`src/rtl/mont_converter_pkg.sv`:
```
//------------------------------------------------------------------------------
// Module   : mont_converter_pkg
// Brief    : Shared widths, mode encodings and FSM state codes.
// Revision : 1.0
//------------------------------------------------------------------------------
`default_nettype none

package mont_converter_pkg;

    localparam int DATAWIDTH = 8;

    localparam logic MODE_ENC = 1'b0;
    localparam logic MODE_DEC = 1'b1;

    typedef logic [1:0] state_t;

    localparam state_t S_IDLE = 2'd0;
    localparam state_t S_RUN  = 2'd1;
    localparam state_t S_DONE = 2'd2;

endpackage

`default_nettype wire

```
`src/rtl/mont_converter_if.sv`:
```
//------------------------------------------------------------------------------
// Module   : mont_converter_if
// Brief    : Operand-in / result-out valid-ready bus of the converter.
// Revision : 1.0
//------------------------------------------------------------------------------
`default_nettype none

interface mont_converter_if #(
    parameter int DW = mont_converter_pkg::DATAWIDTH
);
    logic          in_valid;
    logic          in_ready;
    logic          in_mode;
    logic [DW-1:0] in_data;
    logic [DW-1:0] p;
    logic          out_valid;
    logic          out_ready;
    logic [DW-1:0] out_data;
    logic          busy;

    modport master (
        output in_valid, in_mode, in_data, p, out_ready,
        input  in_ready, out_valid, out_data, busy
    );

    modport slave (
        input  in_valid, in_mode, in_data, p, out_ready,
        output in_ready, out_valid, out_data, busy
    );
endinterface

`default_nettype wire

```
`src/rtl/mont_converter_step.sv`:
```
//------------------------------------------------------------------------------
// Module   : mont_shift_step
// Brief    : One modular doubling (encode) or halving (decode) step, x < p kept.
// Revision : 1.0
//------------------------------------------------------------------------------
`default_nettype none

module mont_shift_step
    import mont_converter_pkg::*;
#(
    parameter int DW = DATAWIDTH
) (
    input  logic [DW-1:0] x_i,
    input  logic [DW-1:0] p_i,
    input  logic          mode_i,
    output logic [DW-1:0] x_next_o
);
    logic [DW:0] w_p_ext;
    logic [DW:0] w_t_enc;
    logic [DW:0] w_t_dec;

    always_comb begin
        w_p_ext = {1'b0, p_i};
        w_t_enc = {x_i, 1'b0};
        // Odd p makes x + p even whenever x is odd, so the halving is exact.
        w_t_dec = {1'b0, x_i} + (x_i[0] ? w_p_ext : '0);
        if (mode_i == MODE_ENC) begin
            x_next_o = (w_t_enc >= w_p_ext) ? DW'(w_t_enc - w_p_ext) : DW'(w_t_enc);
        end else begin
            x_next_o = DW'(w_t_dec >> 1);
        end
    end

endmodule

`default_nettype wire

```
`src/rtl/mont_converter.sv`:
```
//------------------------------------------------------------------------------
// Module   : mont_converter
// Brief    : Bit-serial normal <-> Montgomery domain converter, R = 2^ITER.
// Revision : 1.0
//------------------------------------------------------------------------------
`default_nettype none

module mont_converter
    import mont_converter_pkg::*;
#(
    parameter int DW   = DATAWIDTH,
    parameter int ITER = DW,
    parameter int CW   = $clog2(ITER + 1)
) (
    input  logic             clk,
    input  logic             rst,
    mont_converter_if.slave  bus
);
    state_t        state_q, state_d;
    logic [CW-1:0] cnt_q, cnt_d;
    logic [DW-1:0] x_q, x_d;
    logic [DW-1:0] p_q, p_d;
    logic          mode_q, mode_d;
    logic [DW-1:0] out_data_q, out_data_d;

    logic [DW-1:0] w_x_next;
    logic [DW-1:0] w_in_red;

    mont_shift_step #(.DW(DW)) u_step (
        .x_i      (x_q),
        .p_i      (p_q),
        .mode_i   (mode_q),
        .x_next_o (w_x_next)
    );

    always_ff @(posedge clk or posedge rst) begin
        if (rst) begin
            state_q    <= S_IDLE;
            cnt_q      <= '0;
            x_q        <= '0;
            p_q        <= '0;
            mode_q     <= MODE_ENC;
            out_data_q <= '0;
        end else begin
            state_q    <= state_d;
            cnt_q      <= cnt_d;
            x_q        <= x_d;
            p_q        <= p_d;
            mode_q     <= mode_d;
            out_data_q <= out_data_d;
        end
    end

    always_comb begin
        state_d    = state_q;
        cnt_d      = cnt_q;
        x_d        = x_q;
        p_d        = p_q;
        mode_d     = mode_q;
        out_data_d = out_data_q;
        // Inputs up to 2p are folded into [0, p) with a single subtract.
        w_in_red   = (bus.in_data >= bus.p) ? (bus.in_data - bus.p) : bus.in_data;
        case (state_q)
            S_IDLE: begin
                if (bus.in_valid) begin
                    mode_d  = bus.in_mode;
                    p_d     = bus.p;
                    x_d     = w_in_red;
                    cnt_d   = '0;
                    state_d = S_RUN;
                end
            end
            S_RUN: begin
                x_d   = w_x_next;
                cnt_d = cnt_q + CW'(1);
                if (cnt_q == CW'(ITER - 1)) begin
                    out_data_d = w_x_next;
                    state_d    = S_DONE;
                end
            end
            S_DONE: begin
                if (bus.out_ready) begin
                    state_d = S_IDLE;
                end
            end
            default: state_d = S_IDLE;
        endcase
    end

    always_comb begin
        bus.in_ready  = (state_q == S_IDLE);
        bus.out_valid = (state_q == S_DONE);
        bus.busy      = (state_q == S_RUN) || (state_q == S_DONE);
        bus.out_data  = out_data_q;
    end

endmodule

`default_nettype wire

```
`src/flat_wrapper.sv`:
```
// flat-port wrapper written by rule: the top's interface ports become plain ports
module mont_converter_flat import mont_converter_pkg::*;
#(
    parameter int DW   = DATAWIDTH,
    parameter int ITER = DW,
    parameter int CW   = $clog2(ITER + 1)
)
  (clk, rst, bus_in_valid, bus_in_mode, bus_in_data, bus_p, bus_out_ready, bus_in_ready, bus_out_valid, bus_out_data, bus_busy);
  mont_converter_if #(.DW(DW)) bus_i ();
  input  logic clk;
  input  logic rst;
  input wire logic [$bits(bus_i.in_valid)-1:0] bus_in_valid;
  input wire logic [$bits(bus_i.in_mode)-1:0] bus_in_mode;
  input wire logic [$bits(bus_i.in_data)-1:0] bus_in_data;
  input wire logic [$bits(bus_i.p)-1:0] bus_p;
  input wire logic [$bits(bus_i.out_ready)-1:0] bus_out_ready;
  output wire logic [$bits(bus_i.in_ready)-1:0] bus_in_ready;
  output wire logic [$bits(bus_i.out_valid)-1:0] bus_out_valid;
  output wire logic [$bits(bus_i.out_data)-1:0] bus_out_data;
  output wire logic [$bits(bus_i.busy)-1:0] bus_busy;
  assign bus_i.in_valid = bus_in_valid;
  assign bus_i.in_mode = bus_in_mode;
  assign bus_i.in_data = bus_in_data;
  assign bus_i.p = bus_p;
  assign bus_i.out_ready = bus_out_ready;
  assign bus_in_ready = bus_i.in_ready;
  assign bus_out_valid = bus_i.out_valid;
  assign bus_out_data = bus_i.out_data;
  assign bus_busy = bus_i.busy;
  mont_converter #(.DW(DW), .ITER(ITER), .CW(CW)) u_core (.clk(clk), .rst(rst), .bus(bus_i));
endmodule
```
`config.mk`:
```
export PLATFORM = sky130hd
export DESIGN_NAME = mont_converter_flat
export DESIGN_NICKNAME = d
export VERILOG_FILES = /design/src/rtl/mont_converter_pkg.sv /design/src/rtl/mont_converter_if.sv /design/src/rtl/mont_converter_step.sv /design/src/rtl/mont_converter.sv /design/src/flat_wrapper.sv
export SDC_FILE = /design/constraint.sdc
export NUM_CORES = 1
export LEC_CHECK = 0
export ABC_AREA = 1
export BUFFER_PORTS_ARGS = -buffer_cell sky130_fd_sc_hd__buf_2
export CAP_MARGIN = 20
export CORE_MARGIN = 1
export CORE_UTILIZATION = 60
export CTS_BUF_LIST = sky130_fd_sc_hd__clkbuf_16
export DETAILED_ROUTE_END_ITERATION = 16
export PLACE_DENSITY_LB_ADDON = 0.3
export SYNTH_ARGS = -nofsm -noshare
export SYNTH_HDL_FRONTEND = slang
export SYNTH_HIERARCHICAL = 1
export SYNTH_SLANG_ARGS = --single-unit
```
`constraint.sdc`:
```
create_clock -name clk -period 5.5 [get_ports clk]
set_input_delay 1.1 -clock clk [delete_from_list [all_inputs] [get_ports clk]]
set_output_delay 1.1 -clock clk [all_outputs]
set_load 0.05 [all_outputs]
```
Word-level counts from Yosys, hierarchy flattened
Cells that the tools add are included.

word-level totals
  register bits after elaboration = 31
  output and inout port bits = 11

operators by class
  $add $sub $neg = 4
  order comparisons = 2
  eq/ne operators = 6
  muxes and demuxes = 12
  reduce and logical (&&, ||, !) cells = 7

operators with widths
  operator               number
  $mux W8                5
  $pmux W8 S2            1
  $sub A8 B8 Y8          2
  $add A8 B8 Y9          1
  $ge A9 B8 Y1           1
  $ge A8 B8 Y1           1
  $pmux W4 S2            1
  $mux W2                3
  $pmux W2 S3            1
  $reduce_and A2 Y1      3
  $add A4 B1 Y4 const B  1
  $eq A4 B3 Y1 const B   1
  $mux W4                1
  $ne A2 B2 Y1 const B   2
  $reduce_and A3 Y1      1
  $eq A2 B1 Y1 const B   1
  $eq A2 B2 Y1 const B   1
  $logic_not A2 Y1       1
  $ne A2 B1 Y1 const B   1
  $reduce_bool A2 Y1     1
  $logic_or A1 B1 Y1     1

Logic depth before layout (Yosys ltp)
  depth after elaboration = 4
  mapped depth = 16
  mapped depth without buffers = 16

Modules after synthesis
The synthesis kept the hierarchy.

modules (own cells, without submodules)
  module           times used  cells an instance  area each (µm²)
  mont_converter   1           249                1920.6
  mont_shift_step  1           182                1074.8

Worst setup path after synthesis
OpenSTA, ideal clock, no wires.

  kind = input to register
  from = input bus_in_data[0]
  to = register u_core.x_q[4]
  library setup time = 0.117 ns
  data arrival time = 2.381 ns
  required time = 5.383 ns
  setup slack = 3.002 ns
  stages = 12
  buffers on the path = 0
  cell sequence = inv_1 -> ha_1 -> inv_1 -> fa_1 -> nand3_1 -> nand3_2 -> nand2_1 -> nand3_4 -> nand2_1 -> nand3_1 -> nand2_1 -> nand2_1

on the way
  cells in the longest elaborated chain, start to end = 4
  elaborated cells on any way between the ends = 5
  those cells by class = 1 x add/sub; 1 x order compare; 3 x mux

RTL lines
  element                                        RTL line              text
  from (decl)                                    flat_wrapper.sv:14    input wire logic [$bits(bus_i.in_data)-1:0] bus_in_data;
  $sub A8 B8 Y8 or $ge A8 B8 Y1 (tied branches)  mont_converter.sv:62  w_in_red = (bus.in_data >= bus.p) ? (bus.in_data - bus.p) : bus.in_data;
  $mux W8 *                                      mont_converter.sv:62
  $mux W8 *                                      mont_converter.sv:65  if (bus.in_valid) begin
  $pmux W8 S2 *                                  mont_converter.sv:63  case (state_q)
  to (signal assigned)                           mont_converter.sv:40  x_q <= '0;
  to (signal assigned)                           mont_converter.sv:47  x_q <= x_d;
  to (decl)                                      mont_converter.sv:21  logic [DW-1:0] x_q, x_d;

Mark *: on every way between the ends. The rest lies on a longest branch, timed or not. The select of a mux whose other input is x is not followed.
A chain may end at the register's enable or synchronous reset.

Worst setup path after layout
  from = input bus_in_data[0]
  to = register u_core.x_q[1]

Same word-level chain as after synthesis.

==> results.yml <==
setup_path:
  r2r_setup_slack_ns: 3.18
  criticalPathCategory: "input pin to flip-flop"
  end_kind: "flip-flop"
  arrival_ns: 2.64
  r2r_start: "u_core/x_q[0]"
  r2r_end: "u_core/x_q[2]"
  crit_required_ns: 5.66
  startpoint: "bus_in_data[0]"
  critPathLaunchType: "input pin"
  r2r_cells: 15
  cp_max_fo: 9
detailed_routing:
  detail-route-antenna-nets: 0
  drc: 0
  drt_iter0_markers: 122
  wl_mm: 6.75
  dr.pass1.iters: 4
  wl_per_cell_um: 12.7
  viasPerCell: 5.21
  num_vias: 2774
logic_synthesis:
  syn_inst: 431
  ys_warn_count: 6
  synth-async-reset-ratio_pct: 100
  synthTopCellsByArea: "dfrtp_1 26%, nand2_1 17%, ha_1 12%"
  synth_nets: 483
  yosysSeqAreaShare_pct: 25.9
  synth_ff_type: "dfrtp_1"
  synth.avg_cell_area_um2: 6.95
  synth-edff-count: 0
  synth_cell_types: 40
  post-synth-top-area-cell: "dfrtp_1"
  synth-seq-cells: 31
  synth_top_area_share_pct: 25.9
  synth_area_um2: 3000
clock_tree:
  cts_setup_buffers: 0
  cts_resized: 0
  numCtsBuffers: 5
  ctsLongestPathBuffers: 2
  holdBufCountCts: 0
  cts_root_buffer: "clkbuf_16"
  worst_skew_pair.late_latency_ns: 0.28
  cts_tree: "yes"
  htree_num_levels: 2
  cts_sinks: 31
  path_clk_slew_ns: 0.05
worst_hold_path:
  hold_path_class: "flip-flop to flip-flop"
  whs_path_depth: 2
  min_to: "u_core/bus.out_data[2]"
  min-delay-start: "u_core/bus.out_data[2]"
grt:
  grt_max_degree: 32
  overflow: 0
  track_usage_pct: 28.5
  grt_pass1_wl_mm: 11.6
  antenna_found_initial: 0
  grt_pass1_vias: 2649
floorplan:
  initial_core_util_pct: 63.0
  die_h_um: 72.7
  fp-row-count: 25
  io_pins: 32
  fp.dieW_um: 72.7
  core_um2: 4750
  die_area_um2: 5280
sta:
  drv_slew: 0
  post-route-period-util_pct: 45.0
  finalSetupTns_ns: 0
  setup_viol: 0
  setup_ws_ns: 3.03
  finalHoldViolCount: 0
  finClkSkew_ns: 0.00455
  worst_pin_slew_ns: 0.475
  rsz0062_at_grt: "false"
  layout_min_cycle_time_ns: 2.47
  slew_headroom_pct: 68.3
  clock.fmax_ghz: 0.404
  holdWs_ns: 0.484
run_status:
  outcome: "completed"
pwr:
  power_mw: 2.27
  power_frac_comb_pct: 66.9
  sw_frac_of_total_pct: 52.9
  power.leakage_nw: 1.94
  p_int_mw: 1.07
  seqPwrFrac_pct: 19.8
  p_clk_share_pct: 13.4
  ir_drop_mv: 0.340
  cellPowerDensity_nw_per_um2: 674
  switchingPower_mw: 1.20
place:
  port_buffers: 31
  dpl_cell_area_um2: 3200
  hpwl_mm: 5.38
  globalplace.congestion: 0.906
  pre_cts_ws_ns: 2.75
  place_inst: 524
layout:
  n_antenna_cell: 0
  nets: 516
  fin_util_pct: 70.7
  drive_gt1_share_pct: 16.6
  fin_cells: 532
  nFillCells: 437
  syn2layout_area_growth_pct: 12.3
  stdcell_area_um2: 3360
flow_run:
  cap_violations: 0
==> metal layers <==
| layer | track usage, % | routed length, um | vias to the layer above |
|---|---|---|---|
| li1 | - | - | 1443 |
| met1 | 37.1 | 3090 | 1256 |
| met2 | 47.4 | 3250 | 61 |
| met3 | 3.18 | 252 | 14 |
| met4 | 13.9 | 166 | 0 |
| met5 | 0 | 0 | - |
==> final cells by class <==
type	count	area (um2)	area share, %
multi-input cells	317	1870	55.7
flip-flops and latches	31	776	23.1
inverters	77	304	9.04
repair buffers	32	163	4.84
clock buffers	5	125	3.72
well taps	67	83.8	2.49
clock inverters	3	38.8	1.15
==> power by group through the flow <==
stage | logic [mW] | clock network [mW] | registers, mW
floorplan | 1.18 | 0 | 0.470
global placement | 1.45 | 0 | 0.444
detailed placement | 1.49 | 0 | 0.447
CTS | 1.51 | 0.309 | 0.446
global route | 1.71 | 0.318 | 0.461
finish | 1.52 | 0.303 | 0.448
==> placed cells by master, fill, tap and decap left out, types with 10 or more instances in the layout <==
master / instances
nand2_1: 134
inv_1: 66
dfrtp_1: 31
ha_1: 28
a21oi_1: 20
nand3_1: 41
o21ai_0: 12
buf_2: 31
nand2_2: 10
==> Yosys cell counts, types with 3 or more instances <==
library cell and instances:
clkinv_1 3, xor2_1 9, ha_1 28, fa_1 3
inv_2 6, o21ai_1 9, o21ai_2 4, nor2_1 9
nand2_4 3, a21oi_1 20, nand2_1 134, nand2_2 10
nand3b_1 9, nand3_1 41, o21ai_0 12, nand3_2 3
nand4_1 4, inv_1 66, dfrtp_1 31
==> how the worst max path moves through the flow <==
stage / end / slack [ns] / cells after the start
finish: u_core/x_q[1] / 3.03 / 13
global route: u_core/x_q[5] / 2.83 / 12
CTS: u_core/x_q[5] / 3.02 / 12
detailed placement: u_core/x_q[1] / 2.75 / 13
global placement: u_core/x_q[4] / 2.81 / 13
floorplan: u_core/x_q[4] / 3.00 / 12
==> cells by family after synthesis <==
| group | after synthesis | synth area share [%] |
|---|---|---|
| simple gates | 224 | 35.6 |
| buf+inv | 83 | 11.6 |
| compound gates | 51 | 9.82 |
| fa+ha+maj | 31 | 13.7 |
| flops | 31 | 25.9 |
| xor+xnor | 9 | 2.63 |
| mux | 2 | 0.752 |
==> critical path, cell delays in order <==
cell and delay [ns]:
buf_2 0.10, inv_1 0.05, ha_1 0.14, inv_1 0.07, fa_1 0.41, nand3_1 0.10, nand3_2 0.11, nand2_1 0.12
nand3_4 0.13, nand2_1 0.10, nand3_1 0.07, nand2_1 0.07, nand2_1 0.05
==> sequential cells by signal (all words and copies together), names as in the netlist <==
name,cells
u_core/x_q,8
u_core/bus.out_data,8
u_core/state_q,2
u_core/p_q,8
u_core/cnt_q,4
u_core/mode_q,1
(Power assumes the default switching activity.)
